==> src/rtl/serial_adder_if.sv <==
// Start/busy/done handshake and operand/result bus for the bit-serial adder.
interface serial_adder_if #(
  parameter int unsigned WIDTH = 8
);
  logic             start;
  logic [WIDTH-1:0] a;
  logic [WIDTH-1:0] b;
  logic             busy;
  logic             done;
  logic [WIDTH-1:0] sum;
  logic             cout;

  modport master (
    output start, a, b,
    input  busy, done, sum, cout
  );

  modport slave (
    input  start, a, b,
    output busy, done, sum, cout
  );
endinterface

==> src/rtl/serial_adder.sv <==
// Bit-serial LSB-first adder: a full adder built from two half adders and an OR,
// one carry flip-flop, and shift registers for operands and result.
module serial_adder #(
  parameter int unsigned WIDTH = 8
) (
  input  logic         clk,
  input  logic         rst_n,
  serial_adder_if.slave bus
);
  localparam int unsigned CW = $clog2(WIDTH);

  typedef enum logic [1:0] {S_IDLE, S_RUN, S_DONE} state_t;

  state_t           r_state;
  logic [WIDTH-1:0] r_sa;
  logic [WIDTH-1:0] r_sb;
  logic [WIDTH-1:0] r_res;
  logic             r_carry;
  logic [CW-1:0]    r_cnt;
  logic [WIDTH-1:0] r_sum;
  logic             r_cout;
  logic             r_busy;
  logic             r_done;

  logic             w_s1;
  logic             w_c1;
  logic             w_bit;
  logic             w_c2;
  logic             w_cnext;
  logic [WIDTH-1:0] w_res_next;
  logic             w_last;

  // Full adder on the current LSBs: HA1(SA0,SB0) then HA2(s1,carry)
  assign w_s1       = r_sa[0] ^ r_sb[0];
  assign w_c1       = r_sa[0] & r_sb[0];
  assign w_bit      = w_s1 ^ r_carry;
  assign w_c2       = w_s1 & r_carry;
  assign w_cnext    = w_c1 | w_c2;
  assign w_res_next = {w_bit, r_res[WIDTH-1:1]};
  assign w_last     = (r_cnt == CW'(WIDTH - 1));

  always_ff @(posedge clk or negedge rst_n) begin
    if (!rst_n) begin
      r_state <= S_IDLE;
      r_sa    <= '0;
      r_sb    <= '0;
      r_res   <= '0;
      r_carry <= 1'b0;
      r_cnt   <= '0;
      r_sum   <= '0;
      r_cout  <= 1'b0;
      r_busy  <= 1'b0;
      r_done  <= 1'b0;
    end else begin
      r_done <= 1'b0;
      case (r_state)
        S_IDLE, S_DONE: begin
          if (bus.start) begin
            r_sa    <= bus.a;
            r_sb    <= bus.b;
            r_carry <= 1'b0;
            r_cnt   <= '0;
            r_busy  <= 1'b1;
            r_state <= S_RUN;
          end else begin
            r_state <= S_IDLE;
          end
        end
        S_RUN: begin
          r_sa    <= {1'b0, r_sa[WIDTH-1:1]};
          r_sb    <= {1'b0, r_sb[WIDTH-1:1]};
          r_res   <= w_res_next;
          r_carry <= w_cnext;
          r_cnt   <= r_cnt + CW'(1);
          // Last bit: publish the completed result including this edge's MSB
          if (w_last) begin
            r_sum   <= w_res_next;
            r_cout  <= w_cnext;
            r_busy  <= 1'b0;
            r_done  <= 1'b1;
            r_state <= S_DONE;
          end
        end
        default: begin
          r_busy  <= 1'b0;
          r_state <= S_IDLE;
        end
      endcase
    end
  end

  assign bus.busy = r_busy;
  assign bus.done = r_done;
  assign bus.sum  = r_sum;
  assign bus.cout = r_cout;
endmodule

==> src/flat_wrapper.sv <==
// flat-port wrapper written by rule: the top's interface ports become plain ports
module serial_adder_flat 
#(
  parameter int unsigned WIDTH = 8
)
  (clk, rst_n, bus_start, bus_a, bus_b, bus_busy, bus_done, bus_sum, bus_cout);
  serial_adder_if #(.WIDTH(WIDTH)) bus_i ();
  input  logic clk;
  input  logic rst_n;
  input wire logic [$bits(bus_i.start)-1:0] bus_start;
  input wire logic [$bits(bus_i.a)-1:0] bus_a;
  input wire logic [$bits(bus_i.b)-1:0] bus_b;
  output wire logic [$bits(bus_i.busy)-1:0] bus_busy;
  output wire logic [$bits(bus_i.done)-1:0] bus_done;
  output wire logic [$bits(bus_i.sum)-1:0] bus_sum;
  output wire logic [$bits(bus_i.cout)-1:0] bus_cout;
  assign bus_i.start = bus_start;
  assign bus_i.a = bus_a;
  assign bus_i.b = bus_b;
  assign bus_busy = bus_i.busy;
  assign bus_done = bus_i.done;
  assign bus_sum = bus_i.sum;
  assign bus_cout = bus_i.cout;
  serial_adder #(.WIDTH(WIDTH)) u_core (.clk(clk), .rst_n(rst_n), .bus(bus_i));
endmodule
==> config.mk <==
export PLATFORM = sky130hd
export DESIGN_NAME = serial_adder_flat
export DESIGN_NICKNAME = d
export VERILOG_FILES = /design/src/rtl/serial_adder_if.sv /design/src/rtl/serial_adder.sv /design/src/flat_wrapper.sv
export SDC_FILE = /design/constraint.sdc
export NUM_CORES = 1
export LEC_CHECK = 0
export CAP_MARGIN = 20
export CORE_MARGIN = 4
export CORE_UTILIZATION = 45
export DETAILED_ROUTE_END_ITERATION = 10
export PLACE_DENSITY = 0.68
export SLEW_MARGIN = 5
export SYNTH_ARGS = -nofsm -noshare
export SYNTH_HDL_FRONTEND = slang
export SYNTH_SLANG_ARGS = --single-unit
export TNS_END_PERCENT = 50
==> constraint.sdc <==
create_clock -name clk -period 1.6 [get_ports clk]
set_input_delay 0.16 -clock clk [delete_from_list [all_inputs] [get_ports clk]]
set_output_delay 0.16 -clock clk [all_outputs]
set_load 0.1 [all_outputs]
==> impl_metrics.py, run 1 <==
metrics = {
    "global_route": {
        "grt_util_met3_pct": 5.00,
        "use_met2_pct": 22.5,
        "track_usage_pct": 13.3,
        "grt_pass1_vias": 1214,
        "grt_busiest_layer": "met2",
        "grt_max_degree": 22,
        "antenna_found_initial": 0,
        "grt_util_met1_pct": 15.7,
        "overflow": 0,
        "grt_pass1_wl_microns": 5530,
    },
    "timing": {
        "final_max_slew_viol_count": 0,
        "finClkSkew_ps": 5.03,
        "finalSetupViolations": 0,
        "setup_ws_ps": 110,
        "grt_setup_unrepaired": "false",
        "fin_crit_sh_pct": 93.2,
        "slew_headroom_pct": 69.1,
        "hold_viol": 0,
        "layout_min_cycle_time_ps": 1490,
        "tns_ps": 0,
        "max_freq_mhz": 671,
        "hold_slack_ps": 375,
        "tightest_slew_ps": 463,
    },
    "layout": {
        "diodes": 0,
        "finalNonFillerCells": 220,
        "layout.nets": 191,
        "final_cell_area_sq_um": 2510,
        "drive_gt1_share_pct": 27.6,
        "post-route-util_pct": 61.0,
        "syn2layout_area_growth_pct": 28.0,
    },
    "floorplan": {
        "core-area_sq_um": 4120,
        "io_pins": 30,
        "die_w_microns": 74.0,
        "start_util_pct": 47.6,
        "design.die.area_sq_um": 5480,
        "row_count": 23,
        "die_height_microns": 74.0,
    },
    "yosys": {
        "synth_fp_nets": 157,
        "yosysWarningCount": 0,
        "netlist_instances": 135,
        "syn_avg_cell_area_sq_um": 14.5,
        "netlist_area_sq_um": 1960,
        "ys_types": 22,
        "ys_ff_latch": 40,
        "ys_seq_area_share_pct": 51.1,
    },
    "power": {
        "power_density_nw_per_um2": 2120,
        "ir_worst_vdd_v": 0.000658,
        "p_leak_nw": 1.22,
        "sw_frac_of_total_pct": 41.4,
        "combPwrFrac_pct": 52.4,
        "power.internal_mw": 3.12,
        "power.total_mw": 5.33,
        "pwr-share-seq_pct": 34.9,
        "clkPwrFrac_pct": 12.7,
        "p_switching_mw": 2.21,
    },
    "cts": {
        "cts_sinks": 40,
        "root_buffer": "clkbuf_8",
        "clk_latency_ps": 280,
        "cts_tree": "yes",
        "clk_pin_slew_ps": 70,
        "htreeDepth": 2,
        "cts_buffer_depth": 2,
        "cts_made_buffers": 5,
        "cts_resized": 0,
    },
    "setup_path": {
        "reg2reg_depth": 4,
        "cp_data_arrival_time_ps": 1660,
        "cp-start-kind": "flip-flop",
        "rr_startpoint": "u_core.r_cnt[0]$_DFFE_PN0P_",
        "crit_required_ps": 1770,
        "worstSetupEndpointType": "flip-flop",
        "reg2reg_slack_ps": 110,
        "cp_max_fo": 11,
        "rr_endpoint": "u_core.bus.sum[1]$_DFFE_PN0P_",
        "worstSetupPathType": "flip-flop to flip-flop",
    },
    "place": {
        "gp_congestion": 0.686,
        "dpl.cell_count": 211,
        "place_ws_ps": 103,
        "portBuffers": 29,
        "placed_area_sq_um": 2410,
        "hpwl_microns": 2470,
    },
    "job": {
        "drv_cap": 0,
    },
    "routing": {
        "vias": 1131,
        "viasPerCell": 5.14,
        "wirelength_microns": 3290,
        "drt_pass1_iterations": 3,
        "drc": 0,
        "drtIter0Drc": 35,
        "ant_nets": 0,
        "wl_per_cell_microns": 14.9,
    },
    "status": {
        "status": "completed",
    },
    "hold_path": {
        "hold_class": "input port to async pin",
    },
}
-- power groups by stage --
stage	Sequential, mW	Clock, mW	Combinational, mW
3_5_place_dp	1.89	0	2.82
5_1_grt	1.93	0.747	2.94
2_1_floorplan	2.61	0	1.19
6_report	1.86	0.675	2.79
4_1_cts	1.87	0.701	2.83
3_3_place_gp	1.86	0	2.73
-- layer usage --
metal	vias to the layer above	routed length (microns)
li1	556	-
met1	553	1440
met2	20	1700
met3	2	127
met4	0	19
met5	-	0
-- logic make-up after synthesis --
logic type / after synthesis / share of synthesized area, %
compound gates: 7 / 2.68
flops: 40 / 51.1
mux: 64 / 35.7
simple gates: 9 / 3.45
fa+ha+maj: 3 / 2.30
xor+xnor: 1 / 0.447
buf+inv: 11 / 4.40
-- worst max-delay path, stage by stage (launching register included) --
cell and delay (ps):
dfrtp_1 400, ha_1 210, ha_1 220, nand3b_4 200, mux2_2 350
-- worst max path at each step --
stage                                     start                            end  slack [ps]  cells after the start
floorplan           u_core.r_cnt[0]$_DFFE_PN0P_    u_core.bus.cout$_DFFE_PN0P_         160                      5
global placement    u_core.r_cnt[0]$_DFFE_PN0P_  u_core.bus.sum[1]$_DFFE_PN0P_         130                      4
detailed placement  u_core.r_cnt[0]$_DFFE_PN0P_  u_core.bus.sum[1]$_DFFE_PN0P_         100                      4
CTS                 u_core.r_cnt[0]$_DFFE_PN0P_  u_core.bus.sum[1]$_DFFE_PN0P_          90                      4
global route        u_core.r_cnt[0]$_DFFE_PN0P_  u_core.bus.sum[1]$_DFFE_PN0P_          30                      4
finish              u_core.r_cnt[0]$_DFFE_PN0P_  u_core.bus.sum[1]$_DFFE_PN0P_         110                      4
-- cells in the final DEF, fill, tap and decap left out, types with 3 or more instances in the layout --
cell type and n:
a22o_1 3, mux2i_1 44, mux2_2 11, dfrtp_1 40
buf_4 4, clkbuf_8 6, mux2_4 9, clkdlybuf4s50_1 17
nor2_1 3, buf_12 13
-- synth_stat cells --
master / number / area, sq um
buf_6: 3 / 33.8
mux2_4: 9 / 135
inv_1: 2 / 7.51
o21ai_0: 2 / 10.0
and2b_4: 1 / 10.0
nor3b_1: 1 / 7.51
nand3_1: 2 / 10.0
ha_1: 2 / 25.0
mux2_2: 11 / 124
fa_1: 1 / 20.0
nand2b_2: 1 / 8.76
a21o_1: 1 / 7.51
dfrtp_1: 40 / 1000
buf_4: 2 / 15.0
nand3b_4: 1 / 20.0
o2bb2ai_1: 1 / 8.76
nor2_1: 3 / 11.3
buf_2: 3 / 15.0
buf_8: 1 / 15.0
mux2i_1: 44 / 440
a22o_1: 3 / 26.3
xnor2_1: 1 / 8.76
-- registers in the layout, summed over array words and instances (netlist names) --
| signal | cells |
|---|---|
| u_core.bus.done | 1 |
| u_core.bus.busy | 1 |
| u_core.bus.cout | 1 |
| u_core.bus.sum | 8 |
| u_core.r_sb | 8 |
| u_core.r_carry | 1 |
| u_core.r_sa | 8 |
| u_core.r_res | 7 |
| u_core.r_cnt | 3 |
| u_core.r_state | 2 |
-- final cells by class --
class / count / area (sq um)
inverter: 2 / 7.51
sequential: 40 / 1000
tap: 50 / 62.6
fill: 324 / 1610
clock buffer: 8 / 90.1
multi-input combinational: 84 / 873
timing repair buffer: 36 / 475
-- what timing repair did --
| item | 4_1_cts | 5_1_grt |
|---|---|---|
| setup buffers | 0 | 0 |
| hold endpoints to repair | 19 | 0 |
| hold buffers | 1 | 0 |
No activity file was read; power rests on OpenSTA's default activity.
==> run 2, diff against run 1 <==
--- a/config.mk
+++ b/config.mk
@@ -10,6 +10,7 @@
 export CORE_UTILIZATION = 45
 export DETAILED_ROUTE_END_ITERATION = 10
 export PLACE_DENSITY = 0.68
+export SKIP_CTS_REPAIR_TIMING = 1
 export SLEW_MARGIN = 5
 export SYNTH_ARGS = -nofsm -noshare
 export SYNTH_HDL_FRONTEND = slang
==> results of run 2 <==
Final layout, timing and power as in run 1 (identical DEF).
Main changes from that run: met1 usage 15.7% -> 15.6%; met3 usage 5.00% -> 5.14%
